File: src/rtl/led_adder_pkg.sv
// Shared types and constants for the switch-driven LED adder.
// Holds the FSM state encoding, display width and switch indices.
package led_adder_pkg;

   typedef enum logic [1:0] {
      ENTER_A = 2'd0,
      ENTER_B = 2'd1,
      CALC    = 2'd2,
      SHOW    = 2'd3
   } state_t;

   localparam int LED_W  = 4;
   localparam int N_SW   = 4;

   localparam int SW_INC = 0;
   localparam int SW_ADV = 1;
   localparam int SW_DEC = 2;
   localparam int SW_CLR = 3;

endpackage

File: src/rtl/switch_debounce.sv
// One push-switch input path: 2-flop synchronizer, stability counter,
// debounced level and a one-cycle press pulse on the debounced rise.
// Ports: i_Clk, i_Rst_n (async, active low), i_Switch (raw), o_Press.
module switch_debounce #(
   parameter int DEBOUNCE_CYCLES = 250000
) (
   input  logic i_Clk,
   input  logic i_Rst_n,
   input  logic i_Switch,
   output logic o_Press
);

   localparam int CNT_W =
      (DEBOUNCE_CYCLES > 1) ? $clog2(DEBOUNCE_CYCLES) : 1;
   localparam logic [CNT_W-1:0] CNT_MAX =
      CNT_W'(DEBOUNCE_CYCLES - 1);

   logic             r_sync1;
   logic             r_sync2;
   logic             r_level;
   logic             r_level_d;
   logic [CNT_W-1:0] r_cnt;

   always_ff @(posedge i_Clk or negedge i_Rst_n) begin
      if (!i_Rst_n) begin
         r_sync1   <= 1'b0;
         r_sync2   <= 1'b0;
         r_level   <= 1'b0;
         r_level_d <= 1'b0;
         r_cnt     <= '0;
      end else begin
         r_sync1   <= i_Switch;
         r_sync2   <= r_sync1;
         r_level_d <= r_level;
         if (r_sync2 == r_level) begin
            r_cnt <= '0;
         end else if (r_cnt == CNT_MAX) begin
            // Input held stable long enough: accept it.
            r_level <= r_sync2;
            r_cnt   <= '0;
         end else begin
            r_cnt <= r_cnt + CNT_W'(1);
         end
      end
   end

   // Rise only; releases produce no event.
   assign o_Press = r_level & ~r_level_d;

endmodule

File: src/rtl/led_adder_ctrl.sv
// Sequencer for the LED adder: debounced switches edit A/B, the external
// adder sum is latched in CALC and the LEDs show operand or result.
// Ports: i_Clk, i_Rst_n, i_Switch_1..4, o_Op_A, o_Op_B, i_Sum,
//        o_State, o_LED_1 (MSB) .. o_LED_4 (LSB).
module led_adder_ctrl #(
   parameter int DATA_W          = 2,
   parameter int DEBOUNCE_CYCLES = 250000,
   parameter int BLINK_CYCLES    = 12500000
) (
   input  logic              i_Clk,
   input  logic              i_Rst_n,
   input  logic              i_Switch_1,
   input  logic              i_Switch_2,
   input  logic              i_Switch_3,
   input  logic              i_Switch_4,
   output logic [DATA_W-1:0] o_Op_A,
   output logic [DATA_W-1:0] o_Op_B,
   input  logic [DATA_W:0]   i_Sum,
   output logic [1:0]        o_State,
   output logic              o_LED_1,
   output logic              o_LED_2,
   output logic              o_LED_3,
   output logic              o_LED_4
);

   import led_adder_pkg::*;

   localparam int BL_W =
      (BLINK_CYCLES > 1) ? $clog2(BLINK_CYCLES) : 1;
   localparam logic [BL_W-1:0] BL_MAX =
      BL_W'(BLINK_CYCLES - 1);

   logic [N_SW-1:0]   w_raw;
   logic [N_SW-1:0]   w_press;
   logic              w_step;
   logic              w_up;
   logic              w_enter_b;

   state_t            r_state;
   state_t            w_state_nxt;
   logic [DATA_W-1:0] r_a;
   logic [DATA_W-1:0] r_b;
   logic [DATA_W:0]   r_sum;
   logic [DATA_W-1:0] w_a_nxt;
   logic [DATA_W-1:0] w_b_nxt;
   logic [DATA_W:0]   w_sum_nxt;

   logic [BL_W-1:0]   r_blink_cnt;
   logic              r_blink_on;
   logic [LED_W-1:0]  w_disp;
   logic [LED_W-1:0]  r_disp;

   assign w_raw = {i_Switch_4, i_Switch_3,
                   i_Switch_2, i_Switch_1};

   for (genvar gi = 0; gi < N_SW; gi++) begin : g_sw
      switch_debounce #(
         .DEBOUNCE_CYCLES(DEBOUNCE_CYCLES)
      ) u_deb (
         .i_Clk   (i_Clk),
         .i_Rst_n (i_Rst_n),
         .i_Switch(w_raw[gi]),
         .o_Press (w_press[gi])
      );
   end

   // Inc and dec together cancel out.
   assign w_step = w_press[SW_INC] ^ w_press[SW_DEC];
   assign w_up   = w_press[SW_INC];

   always_ff @(posedge i_Clk or negedge i_Rst_n) begin
      if (!i_Rst_n) begin
         r_state <= ENTER_A;
         r_a     <= '0;
         r_b     <= '0;
         r_sum   <= '0;
      end else begin
         r_state <= w_state_nxt;
         r_a     <= w_a_nxt;
         r_b     <= w_b_nxt;
         r_sum   <= w_sum_nxt;
      end
   end

   always_comb begin
      w_state_nxt = r_state;
      w_a_nxt     = r_a;
      w_b_nxt     = r_b;
      w_sum_nxt   = r_sum;
      if (w_press[SW_CLR]) begin
         w_state_nxt = ENTER_A;
         w_a_nxt     = '0;
         w_b_nxt     = '0;
         w_sum_nxt   = '0;
      end else begin
         unique case (r_state)
            ENTER_A: begin
               if (w_press[SW_ADV])
                  w_state_nxt = ENTER_B;
               else if (w_step)
                  w_a_nxt = w_up ? r_a + 1'b1 : r_a - 1'b1;
            end
            ENTER_B: begin
               if (w_press[SW_ADV])
                  w_state_nxt = CALC;
               else if (w_step)
                  w_b_nxt = w_up ? r_b + 1'b1 : r_b - 1'b1;
            end
            CALC: begin
               w_sum_nxt   = i_Sum;
               w_state_nxt = SHOW;
            end
            SHOW: begin
               if (w_press[SW_ADV])
                  w_state_nxt = ENTER_A;
            end
            default: w_state_nxt = ENTER_A;
         endcase
      end
   end

   assign w_enter_b = (w_state_nxt == ENTER_B) &&
                      (r_state != ENTER_B);

   // Blink restarts in the on phase each time ENTER_B is entered.
   always_ff @(posedge i_Clk or negedge i_Rst_n) begin
      if (!i_Rst_n) begin
         r_blink_cnt <= '0;
         r_blink_on  <= 1'b0;
      end else if (w_enter_b) begin
         r_blink_cnt <= '0;
         r_blink_on  <= 1'b1;
      end else if (r_state == ENTER_B) begin
         if (r_blink_cnt == BL_MAX) begin
            r_blink_cnt <= '0;
            r_blink_on  <= ~r_blink_on;
         end else begin
            r_blink_cnt <= r_blink_cnt + BL_W'(1);
         end
      end
   end

   always_comb begin
      w_disp = '0;
      unique case (r_state)
         ENTER_A: w_disp = LED_W'(r_a);
         ENTER_B: w_disp = r_blink_on ? LED_W'(r_b) : '0;
         default: w_disp = LED_W'(r_sum);
      endcase
   end

   always_ff @(posedge i_Clk or negedge i_Rst_n) begin
      if (!i_Rst_n)
         r_disp <= '0;
      else
         r_disp <= w_disp;
   end

   assign o_Op_A  = r_a;
   assign o_Op_B  = r_b;
   assign o_State = r_state;
   assign o_LED_1 = r_disp[3];
   assign o_LED_2 = r_disp[2];
   assign o_LED_3 = r_disp[1];
   assign o_LED_4 = r_disp[0];

endmodule

File: config.mk
export PLATFORM = sky130hd
export DESIGN_NAME = led_adder_ctrl
export DESIGN_NICKNAME = d
export VERILOG_FILES = /design/src/rtl/led_adder_pkg.sv /design/src/rtl/switch_debounce.sv /design/src/rtl/led_adder_ctrl.sv
export SDC_FILE = /design/constraint.sdc
export NUM_CORES = 1
export LEC_CHECK = 0
export CAP_MARGIN = 40
export CORE_MARGIN = 2
export CORE_UTILIZATION = 40
export CTS_BUF_LIST = sky130_fd_sc_hd__clkbuf_16
export DETAILED_ROUTE_END_ITERATION = 10
export GPL_ROUTABILITY_DRIVEN = 0
export PLACE_DENSITY_LB_ADDON = 0.08
export SLEW_MARGIN = 10
export SYNTH_ARGS = -nofsm -noshare
export SYNTH_HDL_FRONTEND = slang
export SYNTH_SLANG_ARGS = --single-unit
export TNS_END_PERCENT = 30
File: constraint.sdc
create_clock -name i_Clk -period 3.7 [get_ports i_Clk]
set_input_delay 0.74 -clock i_Clk [delete_from_list [all_inputs] [get_ports i_Clk]]
set_output_delay 0.74 -clock i_Clk [all_outputs]
set_load 0.02 [all_outputs]
; Yosys cells after proc, flatten, opt, wreduce, memory -nomap -nowiden
; Index checks and enable logic that the tools add are counted.
[op_classes]
n_eq_ne = 15
mux = 33
reduce_logical = 15
add_sub_neg = 9
bitwise_logic = 14
[ops]
columns = cell, count
row1 = 18-bit two-way mux, 8
row2 = 18-bit by 1-bit adder with 18-bit output (second input constant), 4
row3 = 18-bit == test (second input constant), 4
row4 = 24-bit two-way mux, 3
row5 = 2-bit two-way mux, 15
row6 = 24-bit by 1-bit adder with 24-bit output (second input constant), 1
row7 = 24-bit == test (second input constant), 1
row8 = 2-bit nonzero test, 6
row9 = 2-bit AND reduction, 5
row10 = 1-bit NOT, 9
row11 = 2-bit case mux with 4 select lines, 1
row12 = 4-bit case mux with 2 select lines, 1
row13 = 3-bit two-way mux, 2
row14 = 3-bit AND reduction, 2
row15 = 2-bit by 1-bit adder with 2-bit output (second input constant), 2
row16 = 1-bit bitwise AND, 4
row17 = 1-bit == test, 4
row18 = 2-bit by 1-bit == test with 1-bit output (second input constant), 2
row19 = 2-bit == test (second input constant), 2
row20 = 2-bit by 1-bit != test with 1-bit output (second input constant), 2
row21 = 2-bit by 1-bit subtractor with 2-bit output (second input constant), 2
row22 = 1-bit two-way mux, 3
row23 = 2-bit zero test, 1
row24 = 1-bit logical AND, 1
row25 = 1-bit bitwise XOR, 1
[word_totals]
word_cells = 113
reg_bits = 126
input_bits = 9

; Depth between registers and ports, before layout
[logic_depth]
depth_word = 9
depth_mapped = 7
mapped_depth_nobuf = 6

; Modules after synthesis
; A second synthesis with hierarchy kept.
[unflattened]
cells_unflattened = 621
hier_area_um2 = 6252.2
[modules_own_cells]
columns = module, instances, area_each_um2, cells_per_inst
row1 = switch_debounce, 4, 1061.0, 100
row2 = led_adder_ctrl, 1, 2008.2, 221

; Least setup slack after synthesis
; No wires, ideal clock.
[synth_path]
kind = flip-flop to flip-flop
startpoint = register r_blink_cnt[14]
endpoint = register r_blink_cnt[0]
period_less_slack_ps = 1875
n_path_buf = 2
slack_ps = 1825
t_required_ps = 3575
setup_ps = 125
path_stages_with_launch = 7
arrival_time_ps = 1750
cell_sequence = dfrtp_1 -> buf_6 -> nor4_2 -> nand3_1 -> o41a_1 -> buf_2 -> mux2_2
[synth_via]
elab_chain_cells = 4
[synth_rtl]
columns = item, line
row1 = "start, declared", led_adder_ctrl.sv:48  ; logic [BL_W-1:0] r_blink_cnt;
row2 = "start signal, assigned", led_adder_ctrl.sv:138  ; r_blink_cnt <= r_blink_cnt + BL_W'(1);
row3 = 24-bit == test, led_adder_ctrl.sv:134  ; if (r_blink_cnt == BL_MAX) begin
row4 = 24-bit two-way mux, led_adder_ctrl.sv:134
row5 = 24-bit two-way mux, led_adder_ctrl.sv:133  ; end else if (r_state == ENTER_B) begin
row6 = 24-bit two-way mux, led_adder_ctrl.sv:130  ; end else if (w_enter_b) begin
; No other way between the ends. The select of a mux whose other input is x is not followed.
; A chain may end at the register's enable or synchronous reset.

; Final worst setup path
[layout_path]
startpoint = register r_state[1] (netlist: o_State[1])
endpoint = output o_State[1]
[layout_lines]
columns = item, line
row1 = "start, declared", led_adder_ctrl.sv:39  ; state_t r_state;
row2 = "start signal, assigned", led_adder_ctrl.sv:78  ; r_state <= w_state_nxt;
row3 = "end, declared", led_adder_ctrl.sv:19  ; output logic [1:0] o_State,
; No word-level cell between the ends.

==> flow_summary.json <==
{
  "grt_pass1_wl_mm": 19.9,
  "cp-end-kind": "output pin",
  "period_share_pct": 66.0,
  "grt_setup_unrepaired": "no",
  "path_clk_slew_ns": 0.05,
  "drt_iter0_markers": 255,
  "power_density_nw_per_um2": 444,
  "clk_latency_ns": 0.41,
  "slew_headroom_pct": 39.2,
  "path_buf_inv": 1,
  "synth_common_cells": "dfrtp_1 (125), nor2_1 (97), nand2_1 (47)",
  "initial_core_util_pct": 40.9,
  "outcome": "finished, final reports clean",
  "io_pins": 19,
  "antenna_found_initial": 0,
  "finalSetupViolCount": 0,
  "postCtsSetupRepairBufs": 0,
  "path_cells": "clkdlybuf4s50_1",
  "dpl_cell_area_um2": 6320,
  "viasPerCell": 5.24,
  "synth_area_um2": 5940,
  "cp-start-kind": "flop",
  "cap_viol_max_count": 0,
  "place_ws_ns": 1.45,
  "numPortBuffers": 17,
  "fp.dieH_um": 126,
  "tightest_slew_ns": 0.899,
  "antenna_cells": 0,
  "cts_tree": "done",
  "cp_max_fo": 14,
  "antenna_left": 0,
  "n_fill_cell": 1373,
  "hold_viol_final": 0,
  "area_growth_pct": 16.0,
  "max_stage_delay_ns": 0.73,
  "cts_sinks": 125,
  "crit_path_start": "o_State[1]",
  "nets": 635,
  "leakagePower_nw": 2.96,
  "grt_util_all_layers_pct": 15.6,
  "required_ns": 2.96,
  "rows": 44,
  "grt-ovfl-total": 0,
  "finalCriticalPeriod_ns": 2.44,
  "synth.avg_cell_area_um2": 9.90,
  "floorplan.die_area_um2": 15800,
  "clk_path_buf_depth": 2,
  "drc": 0,
  "detailed_place_hpwl_mm": 7.83,
  "yosysSeqAreaShare_pct": 52.7,
  "die_x_um": 126,
  "synth_top_flop_cell": "dfrtp_1",
  "synthArstFlopShare_pct": 100,
  "skew_ns": 0.00728,
  "synth.most_common_cell": "dfrtp_1",
  "whs_ns": 0.216,
  "cts_made_buffers": 17,
  "root_buffer": "clkbuf_16",
  "path_class": "flop to output pin",
  "synth_cells": 600,
  "min_path_type": "input pin to async pin",
  "yosys-top-cells-area": "dfrtp_1 (53%), xor2_1 (6.2%), nor2_1 (6.1%), xnor2_1 (4.7%), nand3_1 (3.2%)",
  "peakVddDrop_mv": 0.361,
  "synth_nets": 614,
  "synth_cell_type_count": 42,
  "synth.top_cell.area_share_pct": 52.7,
  "fin_setup_tns_ns": 0,
  "post_cts_resized": 0,
  "slowest_stage": "clkdlybuf4s50_1",
  "drv_slew": 0,
  "design_area_um2": 6890,
  "grt_pass1_vias": 4067,
  "ys.warnings.count": 0,
  "vias": 4278,
  "wl_per_cell_um": 14.1,
  "cts_htree_levels": 4,
  "arrival_ns": 1.70,
  "synth_edf_count": 0,
  "cp_top_family": "buffers and inverters",
  "fin_ws_ns": 1.26,
  "yosys_register_bits": 125,
  "power.total_mw": 3.06,
  "finalCoreUtilization_pct": 47.4,
  "grt_max_degree": 57,
  "worstReg2RegStart": "r_blink_cnt[0]",
  "drive_gt1_share_pct": 6.32,
  "core-area_um2": 14500,
  "drt-total-wl_mm": 11.6,
  "dp.cells": 786,
  "max_freq_ghz": 0.409,
  "yosysTopAreaCell": "dfrtp_1",
  "cts_hold_buf": 0,
  "drt_pass1_iterations": 5,
  "instances_no_fill": 817
}
[worst paths after layout]
| check | endpoint | slack [ns] | depth (start not counted) |
|---|---|---|---|
| max | o_State[1] | 1.26 | 1 |
| min reg2reg | g_sw[2].u_deb.r_sync2 | 0.35 | 0 |
| max reg2reg | r_blink_cnt[16] | 1.42 | 7 |
| min | g_sw[3].u_deb.r_cnt[9] | 0.22 | 1 |
| min in group i_Clk | g_sw[2].u_deb.r_sync2 | 0.35 | 0 |
| max in group asynchronous | g_sw[2].u_deb.r_cnt[4] | 2.61 | 3 |
[cell type report]
type,count,area (µm²),share of cell area (%)
timing repair buffer,22,249,3.61
clock buffer,17,425,6.18
inverter,13,48.8,0.708
sequential,125,3130,45.4
tap,184,230,3.34
clock inverter,14,138,2.00
multi-input combinational,442,2670,38.7
[cells by family (layout without fill, tap and decap cells)]
| kind of cell | after synthesis | in the layout | synth area share (%) |
|---|---|---|---|
| buf+inv | 33 | 66 | 2.40 |
| flops | 125 | 125 | 52.7 |
| other cells | 1 | 1 | 0.0631 |
| fa+ha+maj | 5 | 5 | 1.05 |
| xor+xnor | 74 | 74 | 10.9 |
| compound gates | 61 | 61 | 6.32 |
| simple gates | 289 | 289 | 24.5 |
| mux | 12 | 12 | 2.13 |
[placed cells by master, fill, tap and decap left out, types with 7 or more instances in the layout]
cell type        synthesis  final
mux2i_1                  7      7
a21oi_1                 19     19
xor2_1                  42     42
nand4_1                 24     24
a31oi_1                 23     23
clkdlybuf4s50_1          0     16
nand3_1                 38     38
xnor2_1                 32     32
and3_1                  19     19
nor3_1                  14     14
clkbuf_16                0     17
nor2b_1                  9      9
nor4b_1                  7      7
nor2_1                  97     97
inv_1                   13     17
nand2_1                 47     47
o21ai_0                  8      8
dfrtp_1                125    125
[registers in the layout (all words and copies together), names as in the netlist]
| signal | flops |
|---|---|
| o_Op_B | 2 |
| g_sw.u_deb.r_level_d | 4 |
| r_disp | 3 |
| g_sw.u_deb.r_level | 4 |
| o_State | 2 |
| o_Op_A | 2 |
| g_sw.u_deb.r_sync1 | 4 |
| r_sum | 3 |
| r_blink_cnt | 24 |
| g_sw.u_deb.r_sync2 | 4 |
| g_sw.u_deb.r_cnt | 72 |
| r_blink_on | 1 |
[report_power, final]
part	switching (mW)	total, mW	leakage, nW	internal [mW]
registers	0.0131	1.40	1.72	1.38
logic	0.0481	0.0718	0.954	0.0237
clock network	0.560	1.59	0.287	1.03
[metal layers]
layer / vias up / global-route usage, % / share of wire (%)
met5: - / 0 / 0
met4: 0 / 5.75 / 0.98
met3: 12 / 4.93 / 3.3
met2: 73 / 24.3 / 47
met1: 2074 / 20.7 / 49
li1: 2119 / - / -
Power figures use the tool's default switching activity.
